--- config.mk ---
export PLATFORM = sky130hd
export DESIGN_NAME = alu_decode_stage
export DESIGN_NICKNAME = d
export VERILOG_FILES = /design/src/rtl/alu_decode_stage.sv
export SDC_FILE = /design/constraint.sdc
export NUM_CORES = 1
export LEC_CHECK = 0
export CELL_PAD_IN_SITES_DETAIL_PLACEMENT = 0
export CELL_PAD_IN_SITES_GLOBAL_PLACEMENT = 1
export CORE_UTILIZATION = 34
export DETAILED_ROUTE_END_ITERATION = 8
export PLACE_DENSITY_LB_ADDON = 0.1
export SYNTH_ARGS = -nofsm -noshare
export SYNTH_HDL_FRONTEND = slang
export SYNTH_SLANG_ARGS = --single-unit
--- constraint.sdc ---
create_clock -name i_clk -period 4.6 [get_ports i_clk]
set_input_delay 0.46 -clock i_clk [delete_from_list [all_inputs] [get_ports i_clk]]
set_output_delay 0.46 -clock i_clk [all_outputs]
set_load 0.01 [all_outputs]
--- src/rtl/alu_decode_stage.sv ---
// rtl/alu_decode_stage.sv - RV32I decode stage producing ALU op, operand selects and control flags
// Decoded bundles land in a main register backed by one skid entry so in_ready stays a flop output.
module alu_decode_stage #(
  parameter int XLEN = 32
) (
  input  logic            i_clk,
  input  logic            i_rst,
  input  logic            i_in_valid,
  output logic            o_in_ready,
  input  logic [31:0]     i_instr,
  input  logic [XLEN-1:0] i_pc,
  output logic            o_out_valid,
  input  logic            i_out_ready,
  output logic [3:0]      o_alu_op,
  output logic [4:0]      o_rs1,
  output logic [4:0]      o_rs2,
  output logic [4:0]      o_rd,
  output logic [XLEN-1:0] o_imm,
  output logic            o_src1_pc,
  output logic            o_src2_imm,
  output logic            o_reg_write,
  output logic            o_mem_read,
  output logic            o_mem_write,
  output logic            o_jump,
  output logic            o_branch,
  output logic [2:0]      o_branch_cond,
  output logic            o_illegal,
  output logic [XLEN-1:0] o_pc_out
);

  typedef struct packed {
    logic [3:0]      alu_op;
    logic [4:0]      rs1;
    logic [4:0]      rs2;
    logic [4:0]      rd;
    logic [XLEN-1:0] imm;
    logic            src1_pc;
    logic            src2_imm;
    logic            reg_write;
    logic            mem_read;
    logic            mem_write;
    logic            jump;
    logic            branch;
    logic [2:0]      branch_cond;
    logic            illegal;
    logic [XLEN-1:0] pc;
  } bundle_t;

  localparam logic [3:0] OP_ADD = 4'd0, OP_SUB = 4'd1, OP_SLL = 4'd2, OP_SLT = 4'd3,
                         OP_SLTU = 4'd4, OP_XOR = 4'd5, OP_SRL = 4'd6, OP_SRA = 4'd7,
                         OP_OR = 4'd8, OP_AND = 4'd9;

  logic [6:0]      w_opcode, w_funct7;
  logic [2:0]      w_funct3;
  logic [4:0]      w_rs1f, w_rs2f, w_rdf;
  logic [XLEN-1:0] w_imm_i, w_imm_s, w_imm_b, w_imm_u, w_imm_j;
  logic [3:0]      w_f3_op;
  logic            w_bad;
  bundle_t         w_dec;
  logic            w_in_fire;

  bundle_t         r_main, r_skid;
  logic            r_main_valid;
  logic            r_in_ready;

  assign w_opcode = i_instr[6:0];
  assign w_rdf    = i_instr[11:7];
  assign w_funct3 = i_instr[14:12];
  assign w_rs1f   = i_instr[19:15];
  assign w_rs2f   = i_instr[24:20];
  assign w_funct7 = i_instr[31:25];

  assign w_imm_i = {{20{i_instr[31]}}, i_instr[31:20]};
  assign w_imm_s = {{20{i_instr[31]}}, i_instr[31:25], i_instr[11:7]};
  assign w_imm_b = {{19{i_instr[31]}}, i_instr[31], i_instr[7], i_instr[30:25], i_instr[11:8], 1'b0};
  assign w_imm_u = {i_instr[31:12], 12'h000};
  assign w_imm_j = {{11{i_instr[31]}}, i_instr[31], i_instr[19:12], i_instr[20], i_instr[30:21], 1'b0};

  // Shared funct3 -> op map for OP and OP-IMM (funct7 picks SUB/SRA separately)
  always_comb begin
    case (w_funct3)
      3'b000:  w_f3_op = OP_ADD;
      3'b001:  w_f3_op = OP_SLL;
      3'b010:  w_f3_op = OP_SLT;
      3'b011:  w_f3_op = OP_SLTU;
      3'b100:  w_f3_op = OP_XOR;
      3'b101:  w_f3_op = OP_SRL;
      3'b110:  w_f3_op = OP_OR;
      default: w_f3_op = OP_AND;
    endcase
  end

  always_comb begin
    w_dec = '0;
    w_bad = 1'b0;
    case (w_opcode)
      7'b0110011: begin
        w_dec.rs1 = w_rs1f;  w_dec.rs2 = w_rs2f;  w_dec.rd = w_rdf;
        w_dec.reg_write = 1'b1;
        if (w_funct7 == 7'h00)                          w_dec.alu_op = w_f3_op;
        else if (w_funct7 == 7'h20 && w_funct3 == 3'b000) w_dec.alu_op = OP_SUB;
        else if (w_funct7 == 7'h20 && w_funct3 == 3'b101) w_dec.alu_op = OP_SRA;
        else                                            w_bad = 1'b1;
      end
      7'b0010011: begin
        w_dec.rs1 = w_rs1f;  w_dec.rd = w_rdf;  w_dec.imm = w_imm_i;
        w_dec.src2_imm = 1'b1;  w_dec.reg_write = 1'b1;
        w_dec.alu_op = w_f3_op;
        if (w_funct3 == 3'b001 && w_funct7 != 7'h00) w_bad = 1'b1;
        if (w_funct3 == 3'b101) begin
          if (w_funct7 == 7'h20)      w_dec.alu_op = OP_SRA;
          else if (w_funct7 != 7'h00) w_bad = 1'b1;
        end
      end
      7'b0110111, 7'b0010111: begin
        w_dec.rd = w_rdf;  w_dec.imm = w_imm_u;
        w_dec.src2_imm = 1'b1;  w_dec.reg_write = 1'b1;
        w_dec.src1_pc = w_opcode[5] ? 1'b0 : 1'b1;
      end
      7'b1101111: begin
        w_dec.rd = w_rdf;  w_dec.imm = w_imm_j;
        w_dec.src1_pc = 1'b1;  w_dec.src2_imm = 1'b1;  w_dec.jump = 1'b1;  w_dec.reg_write = 1'b1;
      end
      7'b1100111: begin
        w_dec.rs1 = w_rs1f;  w_dec.rd = w_rdf;  w_dec.imm = w_imm_i;
        w_dec.src2_imm = 1'b1;  w_dec.jump = 1'b1;  w_dec.reg_write = 1'b1;
        if (w_funct3 != 3'b000) w_bad = 1'b1;
      end
      7'b1100011: begin
        w_dec.rs1 = w_rs1f;  w_dec.rs2 = w_rs2f;  w_dec.imm = w_imm_b;
        w_dec.branch = 1'b1;  w_dec.branch_cond = w_funct3;
        if (!w_funct3[2])       w_dec.alu_op = OP_SUB;
        else if (!w_funct3[1])  w_dec.alu_op = OP_SLT;
        else                    w_dec.alu_op = OP_SLTU;
        if (w_funct3[2:1] == 2'b01) w_bad = 1'b1;
      end
      7'b0000011: begin
        w_dec.rs1 = w_rs1f;  w_dec.rd = w_rdf;  w_dec.imm = w_imm_i;
        w_dec.src2_imm = 1'b1;  w_dec.mem_read = 1'b1;  w_dec.reg_write = 1'b1;
        if (w_funct3 == 3'b011 || w_funct3[2:1] == 2'b11) w_bad = 1'b1;
      end
      7'b0100011: begin
        w_dec.rs1 = w_rs1f;  w_dec.rs2 = w_rs2f;  w_dec.imm = w_imm_s;
        w_dec.src2_imm = 1'b1;  w_dec.mem_write = 1'b1;
        if (w_funct3[2] || w_funct3[1:0] == 2'b11) w_bad = 1'b1;
      end
      7'b0001111: ;
      default: w_bad = 1'b1;
    endcase
    // Illegal words still travel downstream, stripped of every side effect
    if (w_bad) begin
      w_dec = '0;
      w_dec.illegal = 1'b1;
    end
    w_dec.pc = i_pc;
  end

  assign w_in_fire = i_in_valid & r_in_ready;

  always_ff @(posedge i_clk) begin
    if (i_rst) begin
      r_main       <= '0;
      r_skid       <= '0;
      r_main_valid <= 1'b0;
      r_in_ready   <= 1'b1;
    end else if (!r_main_valid || i_out_ready) begin
      if (!r_in_ready) begin
        r_main       <= r_skid;
        r_main_valid <= 1'b1;
        r_in_ready   <= 1'b1;
      end else if (i_in_valid) begin
        r_main       <= w_dec;
        r_main_valid <= 1'b1;
      end else begin
        r_main_valid <= 1'b0;
      end
    end else if (w_in_fire) begin
      r_skid     <= w_dec;
      r_in_ready <= 1'b0;
    end
  end

  assign o_in_ready    = r_in_ready;
  assign o_out_valid   = r_main_valid;
  assign o_alu_op      = r_main.alu_op;
  assign o_rs1         = r_main.rs1;
  assign o_rs2         = r_main.rs2;
  assign o_rd          = r_main.rd;
  assign o_imm         = r_main.imm;
  assign o_src1_pc     = r_main.src1_pc;
  assign o_src2_imm    = r_main.src2_imm;
  assign o_reg_write   = r_main.reg_write;
  assign o_mem_read    = r_main.mem_read;
  assign o_mem_write   = r_main.mem_write;
  assign o_jump        = r_main.jump;
  assign o_branch      = r_main.branch;
  assign o_branch_cond = r_main.branch_cond;
  assign o_illegal     = r_main.illegal;
  assign o_pc_out      = r_main.pc;

endmodule

==> Word level (Yosys, flattened, before mapping) <==
Index checks and enable logic that the tools add are counted.
{ "classes": {"muxes": 38, "eq_ne": 21, "reduce_logical": 22, "bitwise": 2} }
{ "ops": {"columns": ["cell", "count"], "rows": [
  ["two-way mux 94 bit", 3],
  ["one-hot mux 32 bit (5 select lines)", 1],
  ["== test 7 x 6 -> 1 bit (second input constant)", 4],
  ["one-hot mux 4 bit (7 select lines)", 1],
  ["== test 7 bit (second input constant)", 3],
  ["two-way mux 4 bit", 5],
  ["two-way mux 1 bit", 19],
  ["two-way mux 5 bit", 3],
  ["== test 7 x 5 -> 1 bit (second input constant)", 2],
  ["OR reduction 7 bit", 2],
  ["one-hot mux 4 bit (3 select lines)", 1],
  ["== test 3 bit (second input constant)", 3],
  ["two-way mux 3 bit", 3],
  ["== test 7 x 2 -> 1 bit (second input constant)", 1],
  ["== test 7 x 4 -> 1 bit (second input constant)", 1],
  ["zero test 7 bit", 1],
  ["one-hot mux 1 bit (7 select lines)", 1],
  ["nonzero test 7 bit", 1],
  ["== test 3 x 2 -> 1 bit (second input constant)", 2],
  ["OR reduction 2 bit", 3],
  ["OR reduction 3 bit", 2],
  ["OR reduction 6 bit", 1],
  ["== test 2 bit (second input constant)", 2],
  ["AND reduction 2 bit", 2],
  ["other kinds (12)", 16]
]} }
{ "totals": {"register_bits": 190, "elab_cells": 115, "output_inout_bits": 96} }

==> Logic depth before layout (Yosys ltp) <==
Gate-level depths: netlist (run 1).
{ "depth": {"ltp_word": 10, "depth_mapped": 8} }

==> Worst setup path after synthesis (run 1) <==
OpenSTA, ideal clock, no wires.
{ "synth_path": {"path_type": "in2reg", "startpoint": "in i_instr[26]", "endpoint": "reg r_main (netlist bit o_imm[12])", "required_ns": 4.524, "arrival_time_ns": 2.090, "n_path_buf": 1, "cell_stages": 7, "path_slack_ns": 2.434, "cell_sequence": "or4_4 nor2_8 a2111oi_4 nor3_4 nand3_2 buf_6 o22ai_1"} }
{ "synth_via": {"elab_chain_len": 10, "elab_cells_between_ends": 17, "cone_classes": "eq/ne (1); mux (11); reduce/logical (5)"} }
{ "synth_rtl": {"columns": ["element", "line_no", "rtl"], "rows": [
  ["start: declaration", "10", "input logic [31:0] i_instr,"],
  ["nonzero test 7 bit", "109, 112", null],
  ["logical AND 1 bit", "109", "if (w_funct3 == 3'b001 && w_funct7 != 7'h00) w_bad = 1'b1;"],
  ["two-way mux 1 bit", "109", null],
  ["two-way mux 1 bit", "112", "else if (w_funct7 != 7'h00) w_bad = 1'b1;"],
  ["two-way mux 1 bit", "111", "if (w_funct7 == 7'h20) w_dec.alu_op = OP_SRA;"],
  ["two-way mux 1 bit", "110", "if (w_funct3 == 3'b101) begin"],
  ["one-hot mux 1 bit (7 select lines) *", "96", "case (w_opcode)"],
  ["two-way mux 94 bit *", "151", "if (w_bad) begin"],
  ["two-way mux 94 bit *", "171", "end else if (i_in_valid) begin"],
  ["two-way mux 94 bit *", "167", "if (!r_in_ready) begin"],
  ["end signal: assignment", "168", "r_main <= r_skid;"],
  ["end signal: assignment", "172", "r_main <= w_dec;"],
  ["end: declaration", "62", "bundle_t r_main, r_skid;"]
]} }
Every way passes the cells marked *; elsewhere a longest branch is shown, timed or not. The select of a mux whose other input is x is not followed.
A chain may end at the register's enable or synchronous reset.

==> Worst setup path in the final report (run 1) <==
{ "layout_path": {"startpoint": "in i_instr[3]", "endpoint": "reg r_main (netlist bit o_imm[25])"} }
{ "layout_via": {"elab_chain_len": 6, "elab_cells_between_ends": 18, "cone_classes": "eq/ne (10); mux (5); reduce/logical (3)"} }
{ "layout_rtl": {"columns": ["element", "line_no"], "rows": [
  ["== test 7 bit (tied with other cells)", "96"],
  ["OR reduction 4 bit (no source line) (tied with other cells)", null],
  ["one-hot mux 1 bit (7 select lines) or one-hot mux 32 bit (5 select lines) (tied branches)", "96"],
  ["two-way mux 94 bit *", "151"],
  ["two-way mux 94 bit *", "171"],
  ["two-way mux 94 bit *", "167"]
]} }
Marks and branches as above.

==> run_results.csv, run 1 <==
group,metric,value,unit
die,initial_core_util,0.3498,
sta,max_freq,342.0,MHz
drt,wl_per_cell,18.81,µm
clocking,cts_resized,0,
drt,drc,0,
sta,rsz0062_at_grt,"false",
logic_synthesis,ys_seq_area_frac,0.4578,
worst_setup_path,worstSetupPathType,"primary input to flop",
place,place_hpwl,18130,µm
drt,totalWireLength,27500,µm
layout,seq_area,3805,µm²
logic_synthesis,synthCells,1012,
logic_synthesis,synth_top_area_cell,"dfxtp_1",
pwr,ir_drop,214.9,µV
logic_synthesis,synth_ff_type,"dfxtp_1",
sta,whs,444.6,ps
logic_synthesis,avgSynthCellArea,8.211,µm²
logic_synthesis,syn-num-nets,1080,
clocking,insertion_delay,440,ps
logic_synthesis,ys_ff_latch,190,
worst_setup_path,required,4960,ps
drt,dr.pass1.iters,5,
layout,num_antenna_cells,0,
logic_synthesis,async_flop_share,0,
logic_synthesis,synth_top_area_frac,0.4578,
sta,setup_viol,0,
die,die_y,158.3,µm
sta,fin_crit,2924,ps
logic_synthesis,synth.area.top_cells,"dfxtp_1 46%, nand2_1 8.1%, a21oi_1 4.6%",
worst_setup_path,reg2reg_depth,5,
flow_run,cap_violations,0,
clocking,cts_tree,"yes",
pwr,p_leak,3.865,nW
worst_setup_path,crit_arrival,3280,ps
die,rows,56,
layout,layout_common_cells,"189 x dfxtp_1, 179 x nand2_1, 162 x clkdlybuf4s50_1",
clocking,holdBufCountCts,0,
worst_setup_path,timing.rr.end,"o_imm[25]",
drt,via_count,7783,
worst_setup_path,rrSetupSlack,1980,ps
clocking,clk_pin_slew,70,ps
pwr,powerDensity,346.2,nW/µm²
place,port_buffers,163,
die,pin_count,164,
worst_setup_path,critPathLaunchType,"primary input",
drt,drtIter0Drc,502,
layout,fillers,2395,
clocking,cts_setup_buffers,0,
layout,drive_gt1_frac,0.06562,
global_route,grt_use_total,0.2228,
sta,final_hold_viol_count,0,
logic_synthesis,synth_area,8309,µm²
sta,period_share,0.6356,
layout,nNetsFinal,1198,
worst_setup_path,critPathLaunch,"i_instr[3]",
place,gp_congestion,0.8469,
place,pre_cts_ws,1267,ps
layout,synthToLayoutAreaGrowth,29.30,%
worst_setup_path,cp-endpoint,"o_imm[25]",
sta,setup_tns,0,ps
sta,relSlewSlack,0.3073,
global_route,grt_pass1_vias,7118,
logic_synthesis,yosysWarnings,0,
layout,final_common_cell,"dfxtp_1",
worst_setup_path,cp_max_fo,12,
layout,multiInputGateArea,4114,µm²
die,die-area,25070,µm²
drt,via_per_inst,5.324,
clocking,htreeDepth,4,
die,core,23750,µm²
sta,finClkSkew,12.23,ps
die,die_x,158.3,µm
global_route,grt_max_degree,76,
min_path,holdCritPathClass,"flop to flop",
logic_synthesis,synth_cell_types,66,
clocking,root_buffer,"clkbuf_16",
clocking,numCtsBuffers,17,
sta,worst_pin_slew,1037,ps
sta,worst_slack,1676,ps
global_route,gr-total-overflow,0,
sta,maxSlewViolCount,0,
clocking,clockBufferDepth,2,
global_route,antenna_found_initial,0,
drt,ant_nets,0,
global_route,grt_pass1_wl,42130,µm
min_path,hp-start,"r_skid[38]",
clocking,cts_sinks,190,
worst_setup_path,r2r_start,"o_in_ready",
logic_synthesis,synth_edf_count,0,
worst_setup_path,endpoint_kind,"flop",
status,outcome,"completed",
[synth_stat cells (3+ instances only)]
| library cell | count |
|---|---|
| or2_2 | 3 |
| inv_1 | 13 |
| a21oi_1 | 76 |
| nor3_1 | 9 |
| nand4_1 | 21 |
| a21o_1 | 5 |
| dfxtp_1 | 190 |
| clkbuf_1 | 55 |
| a21boi_0 | 16 |
| a22oi_1 | 8 |
| nand3b_1 | 3 |
| nand2_1 | 179 |
| nand2b_1 | 5 |
| a22o_1 | 6 |
| o22ai_1 | 14 |
| a311o_1 | 11 |
| and2_1 | 4 |
| buf_6 | 3 |
| nor2b_1 | 7 |
| o31ai_1 | 3 |
| buf_1 | 12 |
| a31oi_1 | 20 |
| and3_1 | 9 |
| a311oi_1 | 11 |
| clkbuf_2 | 3 |
| nor2_1 | 96 |
| buf_2 | 10 |
| o21ai_0 | 57 |
| nand3_1 | 38 |
| a211oi_1 | 47 |
| mux2i_1 | 32 |
[worst min path at each step]
stage	end	slack, ps	cells after the start
after floorplan	r_skid[38]	420	2
after global placement	r_skid[40]	430	2
after detailed placement	r_skid[38]	430	2
after CTS	r_skid[38]	440	2
after global routing	r_skid[39]	470	2
final	r_skid[38]	440	2
[power breakdown]
group / switching (mW) / internal, mW
registers: 0.0307 / 1.70
clock network: 0.728 / 0.779
logic: 0.273 / 0.212
total: 1.03 / 2.69
[final cells by class]
type                       instances  share of cell area
multi-input combinational        724              0.3829
sequential                       190              0.3541
timing repair buffer             183              0.1656
clock buffer                      18             0.03994
tap                              319             0.03715
clock inverter                    14             0.01537
inverter                          14            0.004891
[metal layers]
metal  global-route usage  part of all wire  up-vias  routed length, µm
li1                     -                 -     3858                  -
met1               0.3177              0.49     3651              13360
met2               0.3367              0.44      241              12120
met3              0.03593             0.050       33               1378
met4              0.07967             0.024        0                647
met5                    0                 0        -                  0
[registers in the layout, indices dropped and copies added, names as in the netlist, 3 cells and up]
| register | count |
|---|---|
| o_imm | 32 |
| r_skid | 94 |
| o_rs1 | 5 |
| o_pc_out | 32 |
| o_alu_op | 4 |
| o_branch_cond | 3 |
| o_rd | 5 |
| o_rs2 | 5 |
[logic make-up after synthesis]
group,after synthesis,synth area share
xor+xnor,2,0.002109
simple gates,394,0.2167
mux,33,0.03990
buf+inv,98,0.04939
compound gates,294,0.2329
fa+ha+maj,1,0.001205
flops,190,0.4578
[per-stage QoR]
step                cell area (µm²)    util  std cells  power (mW)
floorplan                      8309       -       1012       2.004
global placement              10150  0.4273       1430       2.252
global route                  10740  0.4523       1462       3.878
finish                        10740  0.4523       1462       3.720
detailed placement            10150  0.4273       1430       2.253
CTS                           10740  0.4523       1462       3.761
[worst max-delay path, cell delays in order]
cell,delay [ps]
clkdlybuf4s50_1,670
nand3b_1,280
nand2b_1,280
o311ai_2,210
nor3_2,590
nand2_1,500
a31oi_1,290
Note: power is estimated with default switching activity, not from simulation.
==> run 2: changes to the inputs <==
==> constraint.sdc (replaced) <==
create_clock -name i_clk -period 3.1 [get_ports i_clk]
set_input_delay 0.31 -clock i_clk [delete_from_list [all_inputs] [get_ports i_clk]]
set_output_delay 0.31 -clock i_clk [all_outputs]
set_load 0.01 [all_outputs]
==> run 2 against run 1 <==
  * Setup slack worse by 1000 ps
  * Sequential share of layout area is 0.71 points lower
  * Register-to-register slack worse by 1300 ps
  * Total power is 48% higher
  * Clock skew hardly changed
  * Design area is 2.0% higher
  * Non-clock buffer count is 26 higher
  * Sequential power is 49% higher
  * Via count is 1.6% higher
  * Die area stayed put
  * Flip-flop and latch count stayed put
  * Global-route usage hardly changed
  * Critical path type unchanged
  * Highest routed layer unchanged
==> run_results.csv, run 2 (same netlist as run 1, synthesis figures left out) <==
group,metric,value,unit
worst_setup_path,timing.rr.end,"o_rs1[0]",
worst_setup_path,critPathLaunchType,"primary input",
layout,largest_reg_flops,94,
layout,drive_gt1_frac,0.08647,
clocking,root_buffer,"clkbuf_16",
worst_setup_path,required,3450,ps
worst_setup_path,crit_arrival,2820,ps
die,die_y,158.3,µm
pwr,p_sw,1.506,mW
drt,via_count,7908,
pwr,switching_share,0.2740,
global_route,grt_pass1_vias,7342,
place,port_buffers,163,
sta,period_share,0.7972,
sta,setup_viol,0,
flow_run,cap_violations,0,
worst_setup_path,cpPeakStageDelay,600,ps
clocking,numCtsBuffers,17,
pwr,p_leak,4.003,nW
sta,worst_pin_slew,926.5,ps
pwr,powerDensity,501.3,nW/µm²
place,place_area,10380,µm²
die,core,23750,µm²
sta,relSlewSlack,0.3809,
clocking,insertion_delay,440,ps
drt,ant_nets,0,
die,die_x,158.3,µm
place,gp_congestion,0.8759,
pwr,ir_drop,308.3,µV
sta,setup_tns,0,ps
layout,final_common_cell,"dfxtp_1",
global_route,gr-total-overflow,0,
die,die-area,25070,µm²
clocking,htreeDepth,4,
clocking,cts_tree,"yes",
clocking,cts_setup_buffers,0,
drt,drc,0,
clocking,holdBufCountCts,0,
worst_setup_path,cp-endpoint,"r_skid[77]",
sta,final_hold_viol_count,0,
global_route,busiest_layer,"met2",
min_path,holdCritPathClass,"primary input to flop",
sta,maxSlewViolCount,0,
layout,num_antenna_cells,0,
worst_setup_path,r2r_start,"o_in_ready",
sta,max_freq,404.6,MHz
worst_setup_path,crit_buf_inv,1,
drt,wl_per_cell,18.51,µm
layout,synthToLayoutAreaGrowth,31.94,%
clocking,cts_sinks,190,
die,initial_core_util,0.3498,
drt,drtIter0Drc,626,
clocking,clockBufferDepth,2,
worst_setup_path,worstSetupPathType,"primary input to flop",
worst_setup_path,crit_chain,"clkdlybuf4s50_1 > or4_4 > nor2_8 > a2111oi_4 > nor3_4 > nand4_1 > o21ai_0",
layout,stdcell_area,10960,µm²
layout,layout_common_cells,"189 x dfxtp_1, 179 x nand2_1, 162 x clkdlybuf4s50_1",
global_route,grt_use_met3,0.04328,
global_route,grt_max_degree,105,
layout,instances_no_fill,1487,
pwr,comb_power_share,0.134,
global_route,grt_use_met2,0.3569,
drt,via_per_inst,5.318,
layout,nNetsFinal,1224,
layout,regMostFlops,"r_skid",
worst_setup_path,endpoint_kind,"flop",
sta,fin_crit,2471,ps
die,rows,56,
global_route,groute.layer.met1.usage,0.2993,
drt,totalWireLength,27520,µm
global_route,grt_pass1_wl,42250,µm
worst_setup_path,cp_top_family,"simple AND/OR/NAND/NOR gates",
sta,rsz0062_at_grt,"false",
worst_setup_path,rrSetupSlack,640,ps
worst_setup_path,cp_max_fo,11,
pwr,clock_power_share,0.399,
die,pin_count,164,
place,place_hpwl,18850,µm
status,outcome,"completed",
global_route,antenna_found_initial,0,
worst_setup_path,cp_slowest_cell,"or4_4",
global_route,grt_use_total,0.2226,
worst_setup_path,cp.depth,7,
pwr,internal-power,3.990,mW
drt,dr.pass1.iters,7,
pwr,p_seq_frac,0.467,
place,place_inst,1456,
sta,finClkSkew,11.73,ps
clocking,clk_pin_slew,70,ps
clocking,cts_resized,0,
worst_setup_path,critPathLaunch,"i_instr[25]",
worst_setup_path,reg2reg_depth,5,
==> run 2: cell count changes in the layout (fill, tap and decap cells not counted) <==
cell / delta
clkbuf_1: -1
clkinv_8: -1
clkinv_4: +2
buf_12: +3
inv_8: -1
buf_4: +23
==> run 2: final cells by class <==
cell class	count	area (µm²)
inverters	14	52.55
clock inverters	14	155.1
well taps	319	399.1
repair buffers	209	2012
clock buffers	17	425.4
fillers	2302	12790
flip-flops and latches	190	3805
multi-input cells	724	4114
==> run 2: per-layer routing <==
metal  vias up  wire length, µm
met3        30             1695
li1       3922                -
met2       259            12600
met4         0              531
met5         -                0
met1      3697            12700
==> run 2: through the flow <==
| stage | util | total power, mW | hold slack, ps | setup slack, ps |
|---|---|---|---|---|
| finish | 0.4615 | 5.496 | 351.1 | 628.6 |
| global placement | 0.4371 | 3.362 | 427.1 | 230.1 |
| global route | 0.4615 | 5.735 | 329.0 | 428.2 |
| CTS | 0.4615 | 5.566 | 328.1 | 649.2 |
| floorplan | - | 2.973 | 416.0 | 1084 |
| detailed placement | 0.4371 | 3.363 | 434.6 | 201.1 |
==> run 2: power groups by stage <==
stage	combinational, mW	clock [mW]	sequential (mW)
after floorplan	0.327	0	2.65
after global placement	0.739	0	2.62
after detailed placement	0.738	0	2.62
after CTS	0.740	2.26	2.57
after global routing	0.800	2.36	2.58
final	0.736	2.19	2.57
==> run 2: worst min-delay path by stage <==
stage | from | endpoint | slack (ps) | depth (start not counted)
floorplan | r_skid[38] | r_skid[38] | 420 | 2
global placement | r_skid[38] | r_skid[38] | 430 | 2
detailed placement | r_skid[40] | r_skid[40] | 430 | 2
CTS | i_rst | o_illegal | 330 | 2
global route | i_rst | o_illegal | 330 | 2
finish | i_rst | r_skid[39] | 350 | 2
==> run 3: changes to the inputs <==
==> constraint.sdc (replaced) <==
create_clock -name i_clk -period 2.32 [get_ports i_clk]
set_input_delay 0.232 -clock i_clk [delete_from_list [all_inputs] [get_ports i_clk]]
set_output_delay 0.232 -clock i_clk [all_outputs]
set_load 0.01 [all_outputs]
==> run 3 against run 2 <==
  * Core utilization rose by 2.1 points
  * Hold slack got worse by 78 ps
  * Register-to-register slack got worse by 180 ps
  * Global-route usage fell by 0.099 points
  * Die area did not move
  * Critical path type is now flop to output port
  * Sequential share of layout area fell by 1.5 points
==> run_results.csv, run 3 (same netlist as run 1, synthesis figures left out) <==
group,metric,value,unit
status,outcome,"completed",
worst_setup_path,cp_slowest_cell,"clkdlybuf4s50_1",
min_path,holdCritPathClass,"primary input to flop",
drt,totalWireLength,27350,µm
min_path,hold_end,"r_skid[20]",
die,rows,56,
layout,drive_gt1_frac,0.1311,
global_route,gr-total-overflow,0,
die,die_x,158.3,µm
place,gp_congestion,0.8566,
pwr,powerDensity,648.0,nW/µm²
worst_setup_path,crit_chain,"buf_4 > clkdlybuf4s50_1",
sta,final_hold_viol_count,0,
global_route,grt_pass1_wl,42270,µm
global_route,antenna_found_initial,0,
layout,synthToLayoutAreaGrowth,37.95,%
worst_setup_path,endpoint_kind,"output port",
drt,via_per_inst,5.189,
clocking,cts_resized,0,
clocking,holdBufCountCts,0,
die,initial_core_util,0.3498,
place,port_buffers,163,
sta,setup_tns,0,ps
drt,ant_nets,0,
sta,whs,273.3,ps
worst_setup_path,r2r_start,"o_in_ready",
worst_setup_path,critPathLaunchType,"flop",
worst_setup_path,cpPeakStageDelay,650,ps
layout,layout_common_cells,"189 x dfxtp_1, 179 x nand2_1, 162 x clkdlybuf4s50_1",
layout,final_common_cell,"dfxtp_1",
sta,period_share,0.9395,
worst_setup_path,rrSetupSlack,460,ps
die,die-area,25070,µm²
layout,largest_reg_flops,94,
min_path,hp-start,"i_rst",
pwr,power.total,7.428,mW
worst_setup_path,timing.rr.end,"o_rs1[1]",
die,die_y,158.3,µm
clocking,htreeDepth,4,
layout,multiInputGateArea,4114,µm²
worst_setup_path,reg2reg_depth,5,
sta,maxSlewViolCount,0,
drt,wl_per_cell,17.68,µm
global_route,grt_use_total,0.2216,
layout,regMostFlops,"r_skid",
clocking,root_buffer,"clkbuf_16",
drt,drtIter0Drc,481,
worst_setup_path,cp.depth,2,
global_route,grt_pass1_vias,7440,
layout,seq_area,3805,µm²
clocking,clockBufferDepth,2,
clocking,insertion_delay,450,ps
flow_run,cap_violations,0,
worst_setup_path,crit_buf_inv,2,
worst_setup_path,crit_arrival,1950,ps
worst_setup_path,worstSetupPathType,"flop to output port",
die,core,23750,µm²
place,place_hpwl,19170,µm
layout,num_antenna_cells,0,
sta,finClkSkew,13.90,ps
clocking,cts_sinks,190,
pwr,ir_drop,386.1,µV
drt,dr.pass1.iters,5,
layout,fillers,2317,
global_route,grt_max_degree,58,
sta,max_freq,458.8,MHz
worst_setup_path,cp_max_fo,33,
clocking,clk_pin_slew,70,ps
sta,fin_crit,2180,ps
pwr,p_leak,4.307,nW
clocking,cts_setup_buffers,0,
drt,drc,0,
sta,setup_viol,0,
sta,rsz0062_at_grt,"false",
drt,via_count,8028,
clocking,cts_tree,"yes",
clocking,numCtsBuffers,17,
worst_setup_path,required,2090,ps
die,pin_count,164,
sta,worst_pin_slew,649.0,ps
sta,relSlewSlack,0.5673,
layout,nNetsFinal,1283,
worst_setup_path,cp_top_family,"buffers and inverters",
min_path,whs_path_depth,2,
[run 3: cell types whose count changed in the layout (fill, tap and decap cells not counted), moves of 3 or more]
cell	before	now
inv_8	2	5
buf_4	44	99
buf_12	3	7
inv_6	5	0
[run 3: worst reg2reg max path: stages, from the launching register on]
cell and delay, ps:
dfxtp_2 350, clkinv_1 260, o21ai_2 630, buf_12 250, a21oi_1 60, a211oi_1 230
[run 3: metal layers]
layer	part of all wire	routed length (µm)	global-route usage
met2	0.45	12310	0.3546
met4	0.025	697	0.07830
met5	0	0	0
met1	0.48	13010	0.2955
met3	0.049	1331	0.04355
[run 3: cell type report]
cell class	count	area share
multi-input combinational	724	0.3589
clock inverter	14	0.01288
clock buffer	18	0.03831
inverter	14	0.004585
tap	319	0.03482
timing repair buffer	268	0.2185
sequential	190	0.3320
[run 3: per-stage QoR]
step | worst slack, ps | area, µm² | std cells | utilization
after global routing | 45.76 | 11460 | 1547 | 0.4826
final | 140.3 | 11460 | 1547 | 0.4826
after global placement | -210.3 | 10880 | 1515 | 0.4579
after detailed placement | -254.1 | 10880 | 1515 | 0.4579
after floorplan | 382.4 | 8309 | 1012 | -
after CTS | 82.54 | 11460 | 1547 | 0.4826
[run 3: worst max path at each step]
stage                start  slack (ps)    endpoint
5_1_grt         o_in_ready          50  o_in_ready
4_1_cts         o_in_ready          80  o_in_ready
3_3_place_gp   i_instr[26]        -210    o_imm[6]
2_1_floorplan  i_instr[26]         380   o_imm[12]
3_5_place_dp   i_instr[26]        -250    o_imm[7]
6_report        o_in_ready         140  o_in_ready
[run 3: where the power goes]
part / internal (mW) / leakage [nW] / switching (mW)
Combinational: 0.508 / 2.48 / 0.554
Clock: 1.46 / 0.282 / 1.47
Sequential: 3.37 / 1.55 / 0.0603
